==> src/rtl/sram_cycle_ctrl_if.sv <==
// sram_cycle_ctrl_if: registered IO-bus port of the SRAM cycle controller.
// Ports: bus_we/bus_rd one-cycle strobes, bus_sel register select, bus_wd write data,
//        bus_rdata combinational read data for the selected register.
interface sram_cycle_ctrl_if;
   logic        bus_we;
   logic        bus_rd;
   logic [1:0]  bus_sel;
   logic [15:0] bus_wd;
   logic [15:0] bus_rdata;

   modport master (output bus_we, bus_rd, bus_sel, bus_wd, input bus_rdata);
   modport slave  (input bus_we, bus_rd, bus_sel, bus_wd, output bus_rdata);
endinterface

==> src/rtl/sram_cycle_ctrl.sv <==
// sram_cycle_ctrl: sequences nCS/nWE/nOE read and write cycles on an async byte-wide SRAM.
// Latency: write busy T_SETUP+T_WE+1 cycles, read busy T_RD cycles; all pins registered.
// Backpressure: none; a start request while busy is dropped and flagged in STAT.ovr.
// Ports: clk, resetq (async active-low), bus (IO register port: 0 ADDR_LO, 1 ADDR_HI,
//        2 DATA, 3 CTRL/STAT), sram_a/sram_d_o/sram_d_oe/sram_d_i/sram_ncs/sram_nwe/sram_noe pins.
module sram_cycle_ctrl #(
   parameter int AW      = 18,
   parameter int T_SETUP = 1,
   parameter int T_WE    = 2,
   parameter int T_RD    = 3
) (
   input  logic                clk,
   input  logic                resetq,
   sram_cycle_ctrl_if.slave    bus,
   output logic [AW-1:0]       sram_a,
   output logic [7:0]          sram_d_o,
   output logic                sram_d_oe,
   input  logic [7:0]          sram_d_i,
   output logic                sram_ncs,
   output logic                sram_nwe,
   output logic                sram_noe
);

   localparam logic [7:0] SETUP_LAST = 8'(T_SETUP - 1);
   localparam logic [7:0] WE_LAST    = 8'(T_WE - 1);
   localparam logic [7:0] RD_LAST    = 8'(T_RD - 1);

   typedef enum logic [2:0] {IDLE, W_SETUP, W_PULSE, W_HOLD, R_ACC} state_t;

   state_t        state, state_n;
   logic [7:0]    cnt, cnt_n;
   logic [AW-1:0] addr;
   logic          ainc;
   logic [7:0]    rbyte;
   logic          valid;
   logic          ovr;
   logic          done;      // cycle finishes this clock (next state IDLE)
   logic          sample;    // last read-access cycle: capture pad data
   logic          idle;
   logic          start_wr;
   logic          start_rd;
   logic [15:0]   addr_hi_rd;

   assign idle     = (state == IDLE);
   assign start_wr = bus.bus_we && (bus.bus_sel == 2'd2);
   // Read starts from CTRL bit0, or from a DATA read in auto-increment mode (streaming).
   // The streaming form only fires when idle, so it never counts as an overrun.
   assign start_rd = (bus.bus_we && (bus.bus_sel == 2'd3) && bus.bus_wd[0]) ||
                     (bus.bus_rd && (bus.bus_sel == 2'd2) && ainc && idle);

   always_comb begin
      state_n = state;
      cnt_n   = cnt;
      done    = 1'b0;
      sample  = 1'b0;
      case (state)
         IDLE: begin
            if (start_wr) begin
               state_n = W_SETUP;
               cnt_n   = 8'd0;
            end else if (start_rd) begin
               state_n = R_ACC;
               cnt_n   = 8'd0;
            end
         end
         W_SETUP: begin
            if (cnt == SETUP_LAST) begin
               state_n = W_PULSE;
               cnt_n   = 8'd0;
            end else begin
               cnt_n = cnt + 8'd1;
            end
         end
         W_PULSE: begin
            if (cnt == WE_LAST) begin
               state_n = W_HOLD;
               cnt_n   = 8'd0;
            end else begin
               cnt_n = cnt + 8'd1;
            end
         end
         W_HOLD: begin
            state_n = IDLE;
            done    = 1'b1;
         end
         R_ACC: begin
            if (cnt == RD_LAST) begin
               state_n = IDLE;
               done    = 1'b1;
               sample  = 1'b1;
            end else begin
               cnt_n = cnt + 8'd1;
            end
         end
         default: state_n = IDLE;
      endcase
   end

   always_ff @(posedge clk or negedge resetq) begin
      if (!resetq) begin
         state <= IDLE;
         cnt   <= 8'd0;
      end else begin
         state <= state_n;
         cnt   <= cnt_n;
      end
   end

   // Pin strobes are decoded from the next state and registered, so each pin
   // changes once per clock straight from a flop: no decode glitches reach the SRAM.
   always_ff @(posedge clk or negedge resetq) begin
      if (!resetq) begin
         sram_ncs  <= 1'b1;
         sram_nwe  <= 1'b1;
         sram_noe  <= 1'b1;
         sram_d_oe <= 1'b0;
         sram_a    <= '0;
         sram_d_o  <= 8'd0;
      end else begin
         sram_ncs  <= (state_n == IDLE);
         sram_nwe  <= (state_n != W_PULSE);
         sram_noe  <= (state_n != R_ACC);
         sram_d_oe <= (state_n == W_SETUP) || (state_n == W_PULSE) || (state_n == W_HOLD);
         // Address/data are captured only on start so later ADDR writes cannot disturb a cycle.
         if (idle && start_wr) begin
            sram_a   <= addr;
            sram_d_o <= bus.bus_wd[7:0];
         end else if (idle && start_rd) begin
            sram_a <= addr;
         end
      end
   end

   always_ff @(posedge clk or negedge resetq) begin
      if (!resetq) begin
         addr  <= '0;
         ainc  <= 1'b0;
         rbyte <= 8'd0;
         valid <= 1'b0;
         ovr   <= 1'b0;
      end else begin
         // A bus write to either address half beats the completion increment.
         if (bus.bus_we && (bus.bus_sel == 2'd0)) begin
            addr[15:0] <= bus.bus_wd;
         end else if (bus.bus_we && (bus.bus_sel == 2'd1)) begin
            addr[AW-1:16] <= bus.bus_wd[AW-17:0];
            ainc          <= bus.bus_wd[15];
         end else if (done && ainc) begin
            addr <= addr + 1'b1;
         end

         if (sample) begin
            rbyte <= sram_d_i;
            valid <= 1'b1;
         end else if (bus.bus_rd && (bus.bus_sel == 2'd2)) begin
            valid <= 1'b0;
         end

         if ((start_wr || start_rd) && !idle) begin
            ovr <= 1'b1;
         end else if (bus.bus_rd && (bus.bus_sel == 2'd3)) begin
            ovr <= 1'b0;
         end
      end
   end

   always_comb begin
      addr_hi_rd              = '0;
      addr_hi_rd[AW-17:0]     = addr[AW-1:16];
      addr_hi_rd[15]          = ainc;
   end

   always_comb begin
      bus.bus_rdata = 16'd0;
      case (bus.bus_sel)
         2'd0:    bus.bus_rdata = addr[15:0];
         2'd1:    bus.bus_rdata = addr_hi_rd;
         2'd2:    bus.bus_rdata = {8'd0, rbyte};
         default: bus.bus_rdata = {13'd0, ovr, valid, !idle};
      endcase
   end

endmodule

==> src/flat_wrapper.sv <==
// flat-port wrapper written by rule: the top's interface ports become plain ports
module sram_cycle_ctrl_flat 
#(
   parameter int AW      = 18,
   parameter int T_SETUP = 1,
   parameter int T_WE    = 2,
   parameter int T_RD    = 3
)
  (clk, resetq, sram_a, sram_d_o, sram_d_oe, sram_d_i, sram_ncs, sram_nwe, sram_noe, bus_bus_we, bus_bus_rd, bus_bus_sel, bus_bus_wd, bus_bus_rdata);
  sram_cycle_ctrl_if bus_i ();
  input  logic clk;
  input  logic resetq;
  output logic [AW-1:0] sram_a;
  output logic [7:0] sram_d_o;
  output logic sram_d_oe;
  input  logic [7:0] sram_d_i;
  output logic sram_ncs;
  output logic sram_nwe;
  output logic sram_noe;
  input wire logic [$bits(bus_i.bus_we)-1:0] bus_bus_we;
  input wire logic [$bits(bus_i.bus_rd)-1:0] bus_bus_rd;
  input wire logic [$bits(bus_i.bus_sel)-1:0] bus_bus_sel;
  input wire logic [$bits(bus_i.bus_wd)-1:0] bus_bus_wd;
  output wire logic [$bits(bus_i.bus_rdata)-1:0] bus_bus_rdata;
  assign bus_i.bus_we = bus_bus_we;
  assign bus_i.bus_rd = bus_bus_rd;
  assign bus_i.bus_sel = bus_bus_sel;
  assign bus_i.bus_wd = bus_bus_wd;
  assign bus_bus_rdata = bus_i.bus_rdata;
  sram_cycle_ctrl #(.AW(AW), .T_SETUP(T_SETUP), .T_WE(T_WE), .T_RD(T_RD)) u_core (.clk(clk), .resetq(resetq), .bus(bus_i), .sram_a(sram_a), .sram_d_o(sram_d_o), .sram_d_oe(sram_d_oe), .sram_d_i(sram_d_i), .sram_ncs(sram_ncs), .sram_nwe(sram_nwe), .sram_noe(sram_noe));
endmodule
==> config.mk <==
export PLATFORM = sky130hd
export DESIGN_NAME = sram_cycle_ctrl_flat
export DESIGN_NICKNAME = d
export VERILOG_FILES = /design/src/rtl/sram_cycle_ctrl_if.sv /design/src/rtl/sram_cycle_ctrl.sv /design/src/flat_wrapper.sv
export SDC_FILE = /design/constraint.sdc
export NUM_CORES = 1
export LEC_CHECK = 0
export ABC_AREA = 1
export CORE_MARGIN = 2
export CORE_UTILIZATION = 40
export CTS_BUF_LIST = sky130_fd_sc_hd__clkbuf_8
export CTS_CLUSTER_DIAMETER = 60
export DETAILED_ROUTE_END_ITERATION = 7
export PLACE_DENSITY = 0.71
export SKIP_CTS_REPAIR_TIMING = 1
export SLEW_MARGIN = 10
export SYNTH_ARGS = -nofsm -noshare
export SYNTH_HDL_FRONTEND = slang
export SYNTH_SLANG_ARGS = --single-unit
==> constraint.sdc <==
create_clock -name clk -period 2 [get_ports clk]
set_input_delay 0.3 -clock clk [delete_from_list [all_inputs] [get_ports clk]]
set_output_delay 0.3 -clock clk [all_outputs]
set_load 0.05 [all_outputs]
==> results by stage, run 1 <==
Synth:
- After synthesis, the most frequently instantiated cells are sky130_fd_sc_hd__nand2_1 (166), sky130_fd_sc_hd__dfrtp_1 (67), sky130_fd_sc_hd__inv_1 (51), sky130_fd_sc_hd__nor2_1 (44).
- The top flip-flop cell by instance count after synthesis is sky130_fd_sc_hd__dfrtp_1.
- The share of async-settable or async-resettable flops after synthesis is 100%.
- In this run, synthesis inferred 0 flip-flops with an integrated enable.
- Ranked by total cell area, the synthesized netlist is headed by sky130_fd_sc_hd__dfrtp_1 (44%), sky130_fd_sc_hd__nand2_1 (16%), sky130_fd_sc_hd__inv_1 (5.0%), sky130_fd_sc_hd__nand3_1 (4.7%), sky130_fd_sc_hd__o21ai_0 (4.7%).
- The post-synth design cell area is 3840 um2.
- By instance count, the leading cell after synthesis is sky130_fd_sc_hd__nand2_1.
- The synthesized design contains 70 register bits.
- The fraction of the yosys area taken by sequential cells is a little under half.
- The total number of yosys warnings is 0.
- The number of different library cells used by synthesis comes to 38.
- The mean post-synth cell area is between 7 and 8 um2.
- The synthesized design spends more area on one cell type than any other, namely sky130_fd_sc_hd__dfrtp_1.
- The net count of the mapped netlist is roughly 540.
- Synthesis produced 503 cells.
- The top-area cell type share of the netlist area is a little over two fifths.

Place:
- Detailed placement ended at an HPWL of ~7.7 mm.
- The worst setup slack after placement is just over 0.05 ns.
- The routability congestion estimate is 0.912.
- The number of buffer cells added on primary ports is 75.
- The placed standard-cell area is roughly 5000 um2.
- The number of placed cells counting well taps is approximately 720.

Clocking:
- In this run the number of H-tree levels came out at 3.
- The clock latency reported for the late side of the worst-skew pair is about 0.35 ns.
- The number of buffers created by CTS is 9.
- For this design, the sink count on the clock tree is 70.
- The cell at the root of the clock tree is sky130_fd_sc_hd__clkbuf_8.
- Clock-pin slew was measured on the worst setup and hold paths at 0.08 ns.
- The maximum buffer depth of the clock tree is 2.
- The clock tree from TritonCTS is yes.

Run:
- Max-cap violations in this run came to 0.

Pwr:
- The clock power share is 15.6%.
- Total power for the finished layout comes to between 8000 and 9000 uW.
- The total net switching power is between 3000 and 4000 uW.
- The combinational share of power is 53.1%.
- The switching share of power is a little under half.
- The power per unit of standard cell area is 1570 nW/um2.
- Cell internal power was estimated by the tool at around 4300 uW.
- The analysis attributes to cell leakage a power of ~0.0025 uW.
- Across the VDD grid, the largest voltage drop is about 0.64 mV.
- The sequential share of power is a little under a third.

Global routing:
- The global-route wire length before repair is between 15 and 20 mm.
- The number of antenna violations at the first check in global routing is 0.
- The via count of the first global-routing pass came to around 3.5k.
- After global routing the overflow that remains totals 0.
- Entering global routing, the biggest net connects 31 pins.
- The overall global routing resource usage is between 20% and 30%.

Timing:
- The final-report hold violation count is 22.
- The slew at the pin closest to its max-slew limit is between 0.6 and 0.7 ns.
- Clock skew on the completed layout was measured at between 0.01 and 0.015 ns.
- The relative slew slack is 55.5%.
- The routed design could run at a clock period as short as ~2.0 ns.
- Setup repair after global routing left no endpoint under its margin.
- The number of endpoints failing setup at the final stage is 0.
- On the final layout, the worst hold slack is -0.0224 ns.
- The worst path uses between 90% and 100% of the clock period.
- The number of max-slew violations in the final report is 0.
- The achievable frequency is roughly 0.5 GHz.
- The aggregate negative setup slack is 0 ns.
- The final worst-path setup slack is 0.0421 ns.

Setup path:
- Measured in cells, the most critical reg-to-reg path has a length of 9.
- The cell with the biggest individual delay on the critical path is sky130_fd_sc_hd__clkdlybuf4s50_1.
- On the critical path the largest part of the delay comes from buffers and inverters.
- The internal reg-to-reg setup slack is around 0.19 ns.
- For the worst setup path, the data required time is roughly 1.7 ns.
- The worst setup path is launched from a flop.
- The critical path goes through clkdlybuf4s50_1.
- In this run the worst path has a maximum fanout of 1.
- In this run the critical register-to-register path is captured at u_core.addr[12].
- The stage delay of the slowest cell on the critical path is about 0.79 ns.
- Counting both buffers and inverters, the worst setup path holds a total of 1.
- The startpoint-to-endpoint class of the critical path is flop to output port.
- The data arrival time at the worst-slack endpoint is 1.66 ns.
- The worst setup path is captured at an output port.
- The startpoint of the worst-slack reg-to-reg timing path is u_core.addr[0].

Outcome:
- The run finished, with violations left.
- The checks that failed: negative hold slack.

Detailed routing:
- In this run the remaining antenna-violating nets after routing total 0.
- Dividing the detail-routed via count by the number of cells gives 5.00.
- The detail-routed net length per standard cell is approximately 14 um.
- After detailed routing, the number of remaining DRC violations is 0.
- Summed over all layers, the routed wires come to 10.1 mm.
- The count of vias placed by the detailed router is between 3k and 4k.
- In this run, the number of DRC markers left after iteration 0 of detailed routing was ~210.
- The number of search-and-repair iterations in the first detailed-routing pass is 5.

Floorplan:
- In this run the count of I/O pins placed on the die edge is 76.
- The floorplan step defined a die boundary enclosing 10,400 um2.
- The width of the die is 102 um.
- The core footprint is approximately 9300 um2.
- The floorplan has 35 rows.
- The die boundary height is just over 100 um.
- Once the floorplan was initialized, standard cells occupied 41.3% of the core.

Layout:
- Fill cells in the final layout number ~860.
- The finished layout holds around 730 standard cells, fillers aside.
- After routing the design area is roughly 5200 um2.
- The share of cells above drive strength 1 is between 10% and 20%.
- The number of nets in the finished design is around 630.
- Compared with the post-synthesis result, the final layout area differs by 36.7%.
- The antenna diode count is 0.

Min path:
- The min-delay analysis places its worst path in the category input pin to async pin.
[registers in the layout, indices dropped and copies added (netlist names)]
signal	cells
u_core.sram_nwe	1
u_core.cnt	8
u_core.valid	1
u_core.state	3
u_core.sram_ncs	1
u_core.sram_d_oe	1
u_core.ainc	1
u_core.rbyte	8
u_core.sram_noe	1
u_core.sram_d_o	8
u_core.ovr	1
u_core.sram_a	18
u_core.addr	18
[layout by cell type (no fill, tap or decap), types with 9 or more instances in the layout]
| cell type | n |
|---|---|
| sky130_fd_sc_hd__nand2_1 | 166 |
| sky130_fd_sc_hd__dfrtp_1 | 66 |
| sky130_fd_sc_hd__clkdlybuf4s50_1 | 55 |
| sky130_fd_sc_hd__inv_1 | 51 |
| sky130_fd_sc_hd__nor2_1 | 43 |
| sky130_fd_sc_hd__nand3_1 | 36 |
| sky130_fd_sc_hd__o21ai_0 | 35 |
| sky130_fd_sc_hd__buf_12 | 20 |
| sky130_fd_sc_hd__buf_4 | 19 |
| sky130_fd_sc_hd__a21oi_1 | 17 |
| sky130_fd_sc_hd__clkbuf_8 | 9 |
[power groups by stage]
stage                     Combinational, uW  Clock (uW)  Sequential, uW
after detailed placement               4350           0            2580
after global routing                   4680        1370            2660
after global placement                 4260           0            2550
after floorplan                        1770           0            3520
after CTS                              4360        1300            2570
final                                  4360        1280            2570
[area by class of cell]
cell class              instances  area, um2  area share, %
clock buffers                   9        124           2.36
clock inverters                 7       97.6           1.86
inverters                      60        230           4.39
multi-input cells             360       1760           33.6
flip-flops and latches         70       1760           33.5
well taps                     129        161           3.08
repair buffers                 96       1110           21.2
[stage by stage]
step           hold slack [ns]  utilization (%)
2_1_floorplan          0.00441                -
3_3_place_gp             0.373             54.0
3_5_place_dp             0.377             54.0
4_1_cts               -0.00128             56.4
5_1_grt                 0.0184             56.5
6_report               -0.0224             56.5
[worst max-delay path by stage]
stage / endpoint / start / depth (start not counted)
floorplan: bus_bus_rdata[3] / bus_bus_sel[1] / 4
global placement: bus_bus_rdata[5] / bus_bus_sel[0] / 6
detailed placement: bus_bus_rdata[6] / bus_bus_sel[0] / 6
CTS: sram_noe / u_core.sram_noe / 1
global route: sram_noe / u_core.sram_noe / 1
finish: sram_noe / u_core.sram_noe / 1
[routing by layer]
metal / global-route usage (%) / vias up / part of all wire [%]
met1: 28.8 / 1710 / 46
met5: 0 / - / 0
li1: - / 1785 / -
met4: 6.36 / 0 / 1.6
met3: 3.35 / 16 / 6.7
met2: 33.1 / 141 / 46
[kinds of logic (layout without fill, tap and decap cells)]
kind of cell	count (synthesis)	in the layout	share of synthesized area (%)
and+or+nand+nor	274	274	31.2
buffers and inverters	73	172	8.45
AOI/OAI and AO/OA	70	70	9.95
DFF	70	70	45.8
muxes	8	8	2.35
adders and majority gates	5	5	1.63
xor gates and xnor gates	3	3	0.685
Power figures use the tool's default switching activity.
==> run 2, diff against run 1 <==
--- a/config.mk
+++ b/config.mk
@@ -6,12 +6,14 @@
 export NUM_CORES = 1
 export LEC_CHECK = 0
 export ABC_AREA = 1
+export CELL_PAD_IN_SITES_DETAIL_PLACEMENT = 1
+export CELL_PAD_IN_SITES_GLOBAL_PLACEMENT = 1
 export CORE_MARGIN = 2
-export CORE_UTILIZATION = 40
+export CORE_UTILIZATION = 39
 export CTS_BUF_LIST = sky130_fd_sc_hd__clkbuf_8
 export CTS_CLUSTER_DIAMETER = 60
 export DETAILED_ROUTE_END_ITERATION = 7
-export PLACE_DENSITY = 0.71
+export PLACE_DENSITY = 0.9
 export SKIP_CTS_REPAIR_TIMING = 1
 export SLEW_MARGIN = 10
 export SYNTH_ARGS = -nofsm -noshare
==> constraint.sdc (replaced) <==
create_clock -name clk -period 2 [get_ports clk]
set_input_delay 0.3 -clock clk [delete_from_list [all_inputs] [get_ports clk]]
set_output_delay 0.3 -clock clk [all_outputs]
set_load 0.02 [all_outputs]
==> run 2 against run 1 <==
The flow now finishes without violations. Core utilization is 3.2 points lower. Critical path depth rose by 5. Total power down 11%. Largest cell class unchanged. Largest power group unchanged. Flip-flop and latch count did not move. Final cell count grew 1.2%. Setup slack better by 0.027 ns. Count of clock-buffer cells in the layout did not move.
==> results by stage, run 2 (synthesized netlist as in run 1, its figures left out) <==
Layout:
- Leaving out fill and tap cells, the most frequent cell in the layout is sky130_fd_sc_hd__nand2_1.
- The antenna diode count came to 0 (unchanged).
- The number of inserted filler cells in the final layout is 1,212 (+42%).
- Leaving out fill and tap cells, the most frequent cells in the layout are sky130_fd_sc_hd__nand2_1 (165), sky130_fd_sc_hd__dfrtp_1 (64), sky130_fd_sc_hd__clkdlybuf4s50_1 (58).
- The share of the core filled with cells was 53.3% (-3.2 points).
- The largest registers in the layout are u_core.addr x18, u_core.sram_a x18.
- The area taken by flip-flops and latches was 1760 um2 (+0.14%).
- The multi-input combinational cell area is 1760 um2 (about the same).
- The area growth from synthesis to layout is 33.9%.
- The share of cells above drive strength 1 was 15.0% (-1.3 points).
- The number of nets in the finished design is 637 (+0.79%).

Floorplan:
- The overall die area was 10,600 um2 (+2.5%).
- The effective utilization at floorplan is 39.8% (-1.5 points).
- The number of top-level pins is 76 (unchanged).
- The width of the die came to 103 um (+1.2%).
- The cell row count is 36 (+2.9%).
- The die boundary height is 103 um (+1.2%).
- The core footprint is 9640 um2 (+3.8%).

Timing:
- The final-report hold violation count came to 0 (-100%).
- The final period demand of the worst path was 1.93 ns (-0.0268 ns).
- Setup repair after global routing could not meet its margin everywhere.
- The achievable frequency was 0.518 GHz (+1.4%).
- The fraction of the cycle the final worst path needs is 96.6% (-1.3 points).
- The final worst-path setup slack is 0.0689 ns (+0.0268 ns).
- The relative slew slack is 72.3% (+17 points).
- The slew at the pin closest to its max-slew limit is 0.411 ns (-0.257 ns).
- The minimum hold slack is 0.490 ns (+0.513 ns).
- The number of endpoints failing setup at the final stage was 0 (unchanged).
- The number of max-slew violations in the final report is 0 (unchanged).
- The final clock skew is 0.0109 ns (-0.000946 ns).

Clocking:
- The clock input transition at the sequential cells of the worst setup and hold paths was 0.08 ns (about the same).
- The number of buffers created by CTS is 9 (unchanged).
- The clock tree from TritonCTS is yes.
- The clock sink count came to 70 (unchanged).
- The maximum buffer depth of the clock tree was 2 (unchanged).
- The clock latency reported for the late side of the worst-skew pair is 0.37 ns (+0.02 ns).
- The number of levels the H-tree was split into is 3 (unchanged).
- The tree is rooted in a sky130_fd_sc_hd__clkbuf_8.

Setup path:
- The worst-path maximum fanout was 7 (+6).
- The worst setup path is launched from an input pin.
- The required time at the endpoint of the critical path is 1.70 ns (about the same).
- The element type at the critical path end is an output port.
- The depth of the most critical reg-to-reg path is 10 (+1).
- The data arrival time at the worst-slack endpoint came to 1.63 ns (-0.03 ns).
- The worst setup path is of the input pin to output port kind.

Place:
- The HPWL after detailed placement was 9.25 mm (+20%).
- The routability congestion estimate is 0.990 (+8.6%).
- The number of buffer cells added on primary ports was 75 (unchanged).
- The worst setup slack after placement is -0.486 ns (-0.538 ns).

Run:
- The number of maximum-capacitance violations is 0 (unchanged).

Detailed routing:
- The total wirelength of the detailed-routed design is 12.3 mm (+23%).
- The detailed router's first-iteration violation count is 135 (-37%).
- The remaining antenna violation count after routing is 0 (unchanged).
- The total DRC errors in the routed layout came to 0 (unchanged).
- The via count normalized by instance count is 5.09 (+1.8%).
- The detail-routed net length per standard cell came to 16.7 um (+21%).
- The number of search-and-repair iterations in the first detailed-routing pass is 4 (-1).
- The count of vias placed by the detailed router is 3,765 (+3.1%).

Outcome:
- The flow ran to the end, and the final reports show no timing, DRC or antenna violations.

Pwr:
- The maximum VDD drop came to 0.462 mV (-28%).
- The power per unit of standard cell area is 1430 nW/um2 (-8.8%).
- The overall power consumption is 7340 uW (-11%).
- The total leakage power is 0.00264 uW (+4.5%).

Global routing:
- The global-route wire length before repair is 20.1 mm (+19%).
- The pin count of the biggest net entering global routing is 71 (+130%).
- The total grt overflow is 0 (unchanged).
- The overall global routing resource usage is 24.5% (+3.9 points).
- The number of antenna violations at the first check in global routing was 0 (unchanged).
- The via count of the first global-routing pass is 4,068 (+16%).

Min path:
- The tightest min-delay check is of the input pin to async pin type.
run 2: changes by cell type in the layout (fill, tap and decap cells not counted), sizes merged:
| cell | before | now |
|---|---|---|
| clkdlybuf4s50 | 55 | 58 |
| clkinvlp | 1 | 2 |
| dlymetal6s2s | 1 | 11 |
| inv | 62 | 61 |
| clkbuf | 9 | 13 |
| dlygate4sd3 | 0 | 1 |
| buf | 40 | 27 |
run 2: critical path: stages:
cell and delay [ns]:
sky130_fd_sc_hd__clkdlybuf4s50_1 0.44, sky130_fd_sc_hd__nor2_2 0.22, sky130_fd_sc_hd__inv_1 0.15, sky130_fd_sc_hd__buf_4 0.19, sky130_fd_sc_hd__nor2_1 0.13, sky130_fd_sc_hd__clkbuf_2 0.21
run 2: cell type report:
type	count	share of cell area [%]
timing repair buffer	101	19.4
tap	133	3.24
clock buffer	9	2.41
sequential	70	34.2
clock inverter	7	1.90
inverter	60	4.48
multi-input combinational	360	34.3
run 2: worst paths after layout:
path / end / slack (ns) / from
worst max register to register: u_core.addr[12] / 0.17 / u_core.addr[0]
max in group asynchronous: u_core.sram_ncs / 1.18 / resetq
worst min-delay path: u_core.sram_d_oe / 0.49 / resetq
worst max-delay path: bus_bus_rdata[14] / 0.07 / bus_bus_sel[1]
min in group clk: u_core.sram_d_o[6] / 0.49 / bus_bus_wd[6]
worst min register to register: u_core.sram_d_o[7] / 0.50 / u_core.sram_d_o[7]
run 2: power breakdown:
group	switching, uW	internal, uW	total (uW)
logic	2000	1380	3390
registers	570	2060	2630
clock network	613	706	1320
run 2: metal layers:
layer | up-vias | global-route usage, % | share of wire, %
met2 | 82 | 41.2 | 49
met3 | 23 | 2.96 | 3.3
met4 | 0 | 10.6 | 2.3
met5 | - | 0 | 0
met1 | 1861 | 32.1 | 46
li1 | 1799 | - | -
run 2: stage by stage:
step	cell area (um2)	setup TNS [ns]	instances
final	5140	0	740
after detailed placement	4890	-7.15	723
after floorplan	3840	0	503
after global placement	4890	-4.05	723
after CTS	5110	-5.89	739
after global routing	5140	-0.165	740
